**config.mk**
```make
export PLATFORM = sky130hd
export DESIGN_NAME = ppg_channel_demux_flat
export DESIGN_NICKNAME = d
export VERILOG_FILES = /design/src/rtl/ppg_pkg.sv /design/src/rtl/ppg_channel_demux_if.sv /design/src/rtl/ppg_window_stats.sv /design/src/rtl/ppg_channel_demux.sv /design/src/flat_wrapper.sv
export SDC_FILE = /design/constraint.sdc
export NUM_CORES = 1
export LEC_CHECK = 0
export ABC_CLOCK_PERIOD_IN_PS = 6530
export CAP_MARGIN = 20
export CORE_MARGIN = 2
export CORE_UTILIZATION = 55
export DETAILED_ROUTE_END_ITERATION = 6
export PLACE_DENSITY = 0.83
export SYNTH_ARGS = -nofsm -noshare
export SYNTH_HDL_FRONTEND = slang
export SYNTH_SLANG_ARGS = --single-unit
```
**constraint.sdc**
```tcl
create_clock -name clk -period 6.53 [get_ports clk]
set_clock_uncertainty 0.1 [all_clocks]
set_input_delay 1.306 -clock clk [delete_from_list [all_inputs] [get_ports clk]]
set_output_delay 1.306 -clock clk [all_outputs]
set_load 0.1 [all_outputs]
```
**src/rtl/ppg_pkg.sv**
```systemverilog
// Shared types and constants for the PPG front-end (DC-comp/PGA controller and channel demux).
package ppg_pkg;

  typedef enum logic [1:0] {
    IDLE,
    SETTLE,
    ACCUM,
    PUBLISH
  } ppg_state_e;

  localparam logic CHAN_IR  = 1'b0;
  localparam logic CHAN_RED = 1'b1;

  localparam int unsigned ADC_W_DEF = 8;
  localparam logic [ADC_W_DEF-1:0] ADC_MAX = '1;

endpackage

```
**src/rtl/ppg_channel_demux_if.sv**
```systemverilog
// Sample-stream / result bus of ppg_channel_demux.
// PPG_SAT_DETECT_EN adds the ir_sat/red_sat flags.
interface ppg_channel_demux_if #(
  parameter int unsigned ADC_W = 8
);

  logic             meas_en;
  logic             sample_en;
  logic [ADC_W-1:0] adc;
  logic             led_ir;
  logic             led_red;
  logic [ADC_W-1:0] ir_dc;
  logic [ADC_W-1:0] ir_ac;
  logic [ADC_W-1:0] red_dc;
  logic [ADC_W-1:0] red_ac;
  logic             result_valid;
  logic             result_chan;
  logic             chan_err;
`ifdef PPG_SAT_DETECT_EN
  logic             ir_sat;
  logic             red_sat;

  modport master (
    output meas_en, sample_en, adc, led_ir, led_red,
    input  ir_dc, ir_ac, red_dc, red_ac, result_valid, result_chan, chan_err,
    input  ir_sat, red_sat
  );

  modport slave (
    input  meas_en, sample_en, adc, led_ir, led_red,
    output ir_dc, ir_ac, red_dc, red_ac, result_valid, result_chan, chan_err,
    output ir_sat, red_sat
  );
`else
  modport master (
    output meas_en, sample_en, adc, led_ir, led_red,
    input  ir_dc, ir_ac, red_dc, red_ac, result_valid, result_chan, chan_err
  );

  modport slave (
    input  meas_en, sample_en, adc, led_ir, led_red,
    output ir_dc, ir_ac, red_dc, red_ac, result_valid, result_chan, chan_err
  );
`endif

endinterface

```
**src/rtl/ppg_window_stats.sv**
```systemverilog
// Window accumulator: sum/min/max/count (plus saturation flag under PPG_SAT_DETECT_EN).
// Result outputs already include the sample being added this cycle; clear beats add.
module ppg_window_stats #(
  parameter int unsigned ADC_W    = 8,
  parameter int unsigned WIN_LOG2 = 6
) (
  input  logic                      clk,
  input  logic                      rst_n,
  input  logic                      clear,
  input  logic                      add,
  input  logic [ADC_W-1:0]          sample,
  output logic [ADC_W+WIN_LOG2-1:0] sum_o,
  output logic [ADC_W-1:0]          min_o,
  output logic [ADC_W-1:0]          max_o,
  output logic                      done_o
`ifdef PPG_SAT_DETECT_EN
  ,
  output logic                      sat_o
`endif
);

  localparam int unsigned SUM_W = ADC_W + WIN_LOG2;

  logic [WIN_LOG2-1:0] cnt_q, cnt_d;
  logic [SUM_W-1:0]    sum_q, sum_d, sum_upd;
  logic [ADC_W-1:0]    min_q, min_d, min_upd;
  logic [ADC_W-1:0]    max_q, max_d, max_upd;
`ifdef PPG_SAT_DETECT_EN
  logic                sat_q, sat_d, sat_upd;
`endif

  always_comb begin
    sum_upd = sum_q + SUM_W'(sample);
    min_upd = (sample < min_q) ? sample : min_q;
    max_upd = (sample > max_q) ? sample : max_q;
    cnt_d   = cnt_q;
    sum_d   = sum_q;
    min_d   = min_q;
    max_d   = max_q;
`ifdef PPG_SAT_DETECT_EN
    sat_upd = sat_q | (sample == '0) | (sample == '1);
    sat_d   = sat_q;
`endif
    if (clear) begin
      cnt_d = '0;
      sum_d = '0;
      min_d = '1;
      max_d = '0;
`ifdef PPG_SAT_DETECT_EN
      sat_d = 1'b0;
`endif
    end else if (add) begin
      cnt_d = cnt_q + WIN_LOG2'(1);
      sum_d = sum_upd;
      min_d = min_upd;
      max_d = max_upd;
`ifdef PPG_SAT_DETECT_EN
      sat_d = sat_upd;
`endif
    end
    sum_o  = add ? sum_upd : sum_q;
    min_o  = add ? min_upd : min_q;
    max_o  = add ? max_upd : max_q;
    done_o = add && (cnt_q == '1);
`ifdef PPG_SAT_DETECT_EN
    sat_o  = add ? sat_upd : sat_q;
`endif
  end

  always_ff @(posedge clk or negedge rst_n) begin
    if (!rst_n) begin
      cnt_q <= '0;
      sum_q <= '0;
      min_q <= '1;
      max_q <= '0;
`ifdef PPG_SAT_DETECT_EN
      sat_q <= 1'b0;
`endif
    end else begin
      cnt_q <= cnt_d;
      sum_q <= sum_d;
      min_q <= min_d;
      max_q <= max_d;
`ifdef PPG_SAT_DETECT_EN
      sat_q <= sat_d;
`endif
    end
  end

endmodule

```
**src/rtl/ppg_channel_demux.sv**
```systemverilog
// Splits the ADC stream into IR/RED windows, drops settling samples, publishes DC/AC per channel.
// PPG_SAT_DETECT_EN adds per-channel saturation flags.
module ppg_channel_demux
  import ppg_pkg::*;
#(
  parameter int unsigned SETTLE_CYCLES = 4,
  parameter int unsigned WIN_LOG2      = 6,
  parameter int unsigned ADC_W         = ADC_W_DEF
) (
  input logic                clk,
  input logic                rst_n,
  ppg_channel_demux_if.slave bus
);

  localparam int unsigned SUM_W = ADC_W + WIN_LOG2;
  localparam int unsigned SC_W  = (SETTLE_CYCLES > 1) ? $clog2(SETTLE_CYCLES) : 1;
  localparam logic [SC_W-1:0] SETTLE_LAST = SC_W'(SETTLE_CYCLES - 1);

  ppg_state_e       state_q, state_d;
  logic [SC_W-1:0]  settle_q, settle_d;
  logic [1:0]       led_q, led_d;
  logic [ADC_W-1:0] ir_dc_q, ir_dc_d, ir_ac_q, ir_ac_d;
  logic [ADC_W-1:0] red_dc_q, red_dc_d, red_ac_q, red_ac_d;
  logic             result_chan_q, result_chan_d;
  logic             chan_err_q, chan_err_d;
`ifdef PPG_SAT_DETECT_EN
  logic             ir_sat_q, ir_sat_d, red_sat_q, red_sat_d;
  logic             st_sat;
`endif

  logic             sel_ok, invalid, led_change, accumulating, publish, pub_chan;
  logic             st_clear, st_add, st_done;
  logic [SUM_W-1:0] st_sum;
  logic [ADC_W-1:0] st_min, st_max, pub_dc, pub_ac;

  ppg_window_stats #(
    .ADC_W    (ADC_W),
    .WIN_LOG2 (WIN_LOG2)
  ) u_stats (
    .clk    (clk),
    .rst_n  (rst_n),
    .clear  (st_clear),
    .add    (st_add),
    .sample (bus.adc),
    .sum_o  (st_sum),
    .min_o  (st_min),
    .max_o  (st_max),
    .done_o (st_done)
`ifdef PPG_SAT_DETECT_EN
    ,
    .sat_o  (st_sat)
`endif
  );

  always_comb begin
    led_d        = {bus.led_red, bus.led_ir};
    sel_ok       = bus.led_ir ^ bus.led_red;
    invalid      = !bus.meas_en || !sel_ok;
    led_change   = led_q != led_d;
    accumulating = (state_q == ACCUM) || (state_q == PUBLISH);
    st_add       = accumulating && bus.sample_en;
    // the completing sample is captured into the outputs on the same edge the window clears,
    // so PUBLISH can already accept the first sample of the next window
    publish      = accumulating && !invalid && !led_change && st_done;
    st_clear     = !accumulating || invalid || led_change || st_done;
    pub_chan     = led_q[1] ? CHAN_RED : CHAN_IR;
    pub_dc       = ADC_W'(st_sum >> WIN_LOG2);
    pub_ac       = st_max - st_min;
    chan_err_d   = bus.meas_en && !sel_ok;

    state_d  = state_q;
    settle_d = settle_q;
    unique case (state_q)
      IDLE: begin
        if (!invalid) begin
          state_d  = SETTLE;
          settle_d = '0;
        end
      end
      SETTLE: begin
        if (invalid) begin
          state_d = IDLE;
        end else if (led_change) begin
          settle_d = '0;
        end else if (bus.sample_en) begin
          if (settle_q == SETTLE_LAST) begin
            state_d = ACCUM;
          end else begin
            settle_d = settle_q + SC_W'(1);
          end
        end
      end
      ACCUM, PUBLISH: begin
        if (invalid) begin
          state_d = IDLE;
        end else if (led_change) begin
          state_d  = SETTLE;
          settle_d = '0;
        end else if (publish) begin
          state_d = PUBLISH;
        end else begin
          state_d = ACCUM;
        end
      end
      default: state_d = IDLE;
    endcase

    ir_dc_d       = ir_dc_q;
    ir_ac_d       = ir_ac_q;
    red_dc_d      = red_dc_q;
    red_ac_d      = red_ac_q;
    result_chan_d = result_chan_q;
`ifdef PPG_SAT_DETECT_EN
    ir_sat_d      = ir_sat_q;
    red_sat_d     = red_sat_q;
`endif
    if (publish) begin
      result_chan_d = pub_chan;
      if (pub_chan == CHAN_RED) begin
        red_dc_d  = pub_dc;
        red_ac_d  = pub_ac;
`ifdef PPG_SAT_DETECT_EN
        red_sat_d = st_sat;
`endif
      end else begin
        ir_dc_d   = pub_dc;
        ir_ac_d   = pub_ac;
`ifdef PPG_SAT_DETECT_EN
        ir_sat_d  = st_sat;
`endif
      end
    end
  end

  always_ff @(posedge clk or negedge rst_n) begin
    if (!rst_n) begin
      state_q       <= IDLE;
      settle_q      <= '0;
      led_q         <= '0;
      ir_dc_q       <= '0;
      ir_ac_q       <= '0;
      red_dc_q      <= '0;
      red_ac_q      <= '0;
      result_chan_q <= 1'b0;
      chan_err_q    <= 1'b0;
`ifdef PPG_SAT_DETECT_EN
      ir_sat_q      <= 1'b0;
      red_sat_q     <= 1'b0;
`endif
    end else begin
      state_q       <= state_d;
      settle_q      <= settle_d;
      led_q         <= led_d;
      ir_dc_q       <= ir_dc_d;
      ir_ac_q       <= ir_ac_d;
      red_dc_q      <= red_dc_d;
      red_ac_q      <= red_ac_d;
      result_chan_q <= result_chan_d;
      chan_err_q    <= chan_err_d;
`ifdef PPG_SAT_DETECT_EN
      ir_sat_q      <= ir_sat_d;
      red_sat_q     <= red_sat_d;
`endif
    end
  end

  assign bus.ir_dc        = ir_dc_q;
  assign bus.ir_ac        = ir_ac_q;
  assign bus.red_dc       = red_dc_q;
  assign bus.red_ac       = red_ac_q;
  assign bus.result_valid = (state_q == PUBLISH);
  assign bus.result_chan  = result_chan_q;
  assign bus.chan_err     = chan_err_q;
`ifdef PPG_SAT_DETECT_EN
  assign bus.ir_sat       = ir_sat_q;
  assign bus.red_sat      = red_sat_q;
`endif

endmodule
```
**src/flat_wrapper.sv**
```systemverilog
// flat-port wrapper written by rule: the top's interface ports become plain ports
module ppg_channel_demux_flat import ppg_pkg::*;
#(
  parameter int unsigned SETTLE_CYCLES = 4,
  parameter int unsigned WIN_LOG2      = 6,
  parameter int unsigned ADC_W         = ADC_W_DEF
)
  (clk, rst_n, bus_meas_en, bus_sample_en, bus_adc, bus_led_ir, bus_led_red, bus_ir_dc, bus_ir_ac, bus_red_dc, bus_red_ac, bus_result_valid, bus_result_chan, bus_chan_err);
  ppg_channel_demux_if #(.ADC_W(ADC_W)) bus_i ();
  input logic clk;
  input logic rst_n;
  input wire logic [$bits(bus_i.meas_en)-1:0] bus_meas_en;
  input wire logic [$bits(bus_i.sample_en)-1:0] bus_sample_en;
  input wire logic [$bits(bus_i.adc)-1:0] bus_adc;
  input wire logic [$bits(bus_i.led_ir)-1:0] bus_led_ir;
  input wire logic [$bits(bus_i.led_red)-1:0] bus_led_red;
  output wire logic [$bits(bus_i.ir_dc)-1:0] bus_ir_dc;
  output wire logic [$bits(bus_i.ir_ac)-1:0] bus_ir_ac;
  output wire logic [$bits(bus_i.red_dc)-1:0] bus_red_dc;
  output wire logic [$bits(bus_i.red_ac)-1:0] bus_red_ac;
  output wire logic [$bits(bus_i.result_valid)-1:0] bus_result_valid;
  output wire logic [$bits(bus_i.result_chan)-1:0] bus_result_chan;
  output wire logic [$bits(bus_i.chan_err)-1:0] bus_chan_err;
  assign bus_i.meas_en = bus_meas_en;
  assign bus_i.sample_en = bus_sample_en;
  assign bus_i.adc = bus_adc;
  assign bus_i.led_ir = bus_led_ir;
  assign bus_i.led_red = bus_led_red;
  assign bus_ir_dc = bus_i.ir_dc;
  assign bus_ir_ac = bus_i.ir_ac;
  assign bus_red_dc = bus_i.red_dc;
  assign bus_red_ac = bus_i.red_ac;
  assign bus_result_valid = bus_i.result_valid;
  assign bus_result_chan = bus_i.result_chan;
  assign bus_chan_err = bus_i.chan_err;
  ppg_channel_demux #(.SETTLE_CYCLES(SETTLE_CYCLES), .WIN_LOG2(WIN_LOG2), .ADC_W(ADC_W)) u_core (.clk(clk), .rst_n(rst_n), .bus(bus_i));
endmodule
```
==> results.sh <==
export IMPL_final_cell_mix="dfrtp_1 (68), nand2_1 (51), clkdlybuf4s50_1 (47), o21ai_0 (38)"
export IMPL_drtPass1Iterations=5
export IMPL_yosys_warnings=0
export IMPL_crit_top_cell="ha_1"
export IMPL_arrival_ps=5700
export IMPL_cts_buffer_depth=2
export IMPL_start_util_pct=56.6
export IMPL_power_density_nw_per_um2=172
export IMPL_via_per_inst=5.72
export IMPL_critPathBufInv=2
export IMPL_use_met2_pct=40.6
export IMPL_crit_family="compound AO/OA/AOI/OAI gates"
export IMPL_cpPeakStageDelay_ps=830
export IMPL_top_usage_layer="met2"
export IMPL_use_met3_pct=4.35
export IMPL_hold_path_end="u_core.bus.red_dc[0]"
export IMPL_num_rows=32
export IMPL_ys_seq_area_share_pct=43.7
export IMPL_crit_required_ps=6680
export IMPL_max_freq_ghz=0.180
export IMPL_cp_depth=17
export IMPL_reg2reg_depth=17
export IMPL_routedWlPerCell_um=15.8
export IMPL_maxCapViolations=0
export IMPL_status="finished, final reports clean"
export IMPL_vias=3537
export IMPL_tritoncts="done"
export IMPL_worst_r2r_setup_slack_ps=2170
export IMPL_synth_area_per_cell_um2=9.41
export IMPL_r2r_start="u_core.u_stats.min_q[3]"
export IMPL_p_leak_nw=2.33
export IMPL_num_antenna_cells=0
export IMPL_postLayoutCoreUtil_pct=66.3
export IMPL_post_cts_buffers=0
export IMPL_grt_max_degree=77
export IMPL_clkTransAtPathRegs_ps=90
export IMPL_use_met1_pct=32.0
export IMPL_min_delay_start="u_core.bus.red_dc[0]"
export IMPL_io_pins=49
export IMPL_hold_depth=2
export IMPL_areaGrowthSynthToFinish_pct=17.1
export IMPL_ctsHoldBuffers=0
export IMPL_yosys_area_top_type="dfrtp_1"
export IMPL_hpwl_mm=7.12
export IMPL_die_width_um=93.2
export IMPL_place_congestion=0.936
export IMPL_nets=557
export IMPL_die_area_um2=8680
export IMPL_finalCritPeriodShare_pct=85.0
export IMPL_die_h_um=93.2
export IMPL_drv_slew=0
export IMPL_finalSetupViolations=0
export IMPL_synth_nets=511
export IMPL_drive_gt1_share_pct=8.53
export IMPL_clkSinkCount=76
export IMPL_fill_cells=609
export IMPL_crit_type="input port to flip-flop"
export IMPL_cts_htree_levels=3
export IMPL_yosys_most_used_dff="dfrtp_1"
export IMPL_hp_class="flip-flop to flip-flop"
export IMPL_fin_setup_tns_ps=0
export IMPL_async_flop_share_pct=100
export IMPL_final_common_cell="dfrtp_1"
export IMPL_grt_pass1_vias=3669
export IMPL_relSlewSlack_pct=33.2
export IMPL_rr_endpoint="u_core.bus.ir_ac[6]"
export IMPL_worstMarginPinSlew_ps=999
export IMPL_drtAntennaViolNets=0
export IMPL_ir_drop_uv=88.7
export IMPL_end_kind="flip-flop"
export IMPL_grt_overflow_total=0
export IMPL_numPortBuffers=48
export IMPL_critPathSlowestCell="clkdlybuf4s50_1"
export IMPL_drc_errors=0
export IMPL_clk_latency_ps=360
export IMPL_drt_wl_total_mm=9.79
export IMPL_grt_setup_unrepaired="false"
export IMPL_core_area_um2=7730
export IMPL_crit_chain="clkdlybuf4s50_1 > ha_1 > o21a_1 > nor2_1 > o32ai_2 > or2_0 > nand2_1 > o21ai_0 > ha_1 > fa_1 > inv_1 > a221oi_1 > a22oi_1 > a211oi_1 > o31ai_1 > xor2_1 > mux2_2"
export IMPL_grt_usage_pct=24.7
export IMPL_min_period_ps=5550
export IMPL_cts_made_buffers=9
export IMPL_hold_viol=0
export IMPL_root_buffer="clkbuf_8"
export IMPL_synth_area_um2=4370
export IMPL_synth_area_leaders="dfrtp_1 (39%), ha_1 (8.6%), dfstp_2 (4.8%)"
export IMPL_grt_first_pass_wirelength_mm=17.0
export IMPL_synth_seq_cells=76
export IMPL_antenna_found_initial=0
export IMPL_synth_cell_types=54
export IMPL_critPathLaunchType="input port"
export IMPL_synth_top_cell_area_share_pct=38.9
export IMPL_critical_path_max_fanout=15
export IMPL_synth_edf_count=0
export IMPL_synth_cells=465
export IMPL_drt_initial_drc_count=243
export IMPL_cts_resized=0
[power breakdown]
part	total (W)	internal [W]	switching, W
combinational	0.0000571	0.0000214	0.0000357
clock	0.000350	0.000147	0.000203
sequential	0.000474	0.000473	0.00000164
[registers in the layout, indices dropped and copies added (netlist names)]
signal and cells:
u_core.bus.chan_err 1, u_core.bus.ir_ac 8, u_core.bus.ir_dc 8, u_core.bus.red_ac 8
u_core.bus.red_dc 8, u_core.bus.result_chan 1, u_core.led_q 2, u_core.settle_q 2
u_core.state_q 2, u_core.u_stats.cnt_q 6, u_core.u_stats.max_q 8, u_core.u_stats.min_q 8
u_core.u_stats.sum_q 14
[synthesized netlist by cell type (all sizes together), types with 3 or more instances]
| library cell | n |
|---|---|
| nand3 | 12 |
| clkbuf | 13 |
| o21a | 3 |
| o21ai | 38 |
| xor2 | 9 |
| mux2i | 8 |
| xnor2 | 16 |
| and2 | 3 |
| or2 | 3 |
| nand4 | 5 |
| nand2b | 11 |
| buf | 4 |
| or3 | 4 |
| mux2 | 9 |
| dfrtp | 68 |
| nor3 | 7 |
| a21oi | 37 |
| ha | 30 |
| dfstp | 8 |
| nand3b | 3 |
| o211ai | 6 |
| nor2 | 36 |
| nor2b | 4 |
| inv | 34 |
| nand2 | 51 |
| o221ai | 3 |
| a21o | 7 |
[worst max path at each step]
stage                     from                    to  slack [ps]
finish              bus_adc[2]   u_core.bus.ir_ac[6]         980
global placement    bus_adc[2]  u_core.bus.red_ac[6]         850
global route        bus_adc[2]  u_core.bus.red_ac[6]         530
CTS                 bus_adc[2]   u_core.bus.ir_ac[6]        1030
detailed placement  bus_adc[2]   u_core.bus.ir_ac[6]         680
floorplan           bus_adc[7]   u_core.bus.ir_ac[6]        1590
[tightest hold or removal path: stages, from the launching register on]
cell,delay (ps)
dfrtp_1,360
nand2_1,50
o21ai_0,60
[through the flow]
stage	total power [W]	worst slack, ps	cell area, um^2	hold slack, ps	instances
CTS	0.000886	1030	5120	390	618
global placement	0.000538	848	4930	360	602
detailed placement	0.000540	683	4930	369	602
finish	0.000881	983	5120	389	618
floorplan	0.000511	1590	4370	354	465
global route	0.000914	527	5120	420	618
[routing by layer]
layer / part of all wire (%) / wire length, um
met2: 49 / 4840
met4: 2.6 / 252
met5: 0 / 0
met3: 3.7 / 358
met1: 44 / 4340
[cells by family (layout without fill, tap and decap cells)]
logic type	after synthesis	after routing	share of synthesized area, %
flops	76	76	43.7
xor+xnor	25	25	5.01
fa+ha+maj	33	33	9.73
mux	17	17	4.15
compound gates	116	116	16.8
simple gates	146	146	15.9
buf+inv	52	103	4.72
[area by class of cell]
cell class	instances	area, um^2	area share, %
Tap cell	102	128	2.49
Timing Repair Buffer	52	505	9.87
Sequential cell	76	1910	37.3
Clock buffer	9	124	2.42
Clock inverter	7	65.1	1.27
Inverter	35	131	2.57
Multi-Input combinational cell	337	2260	44.1
(Power assumes the default switching activity.)
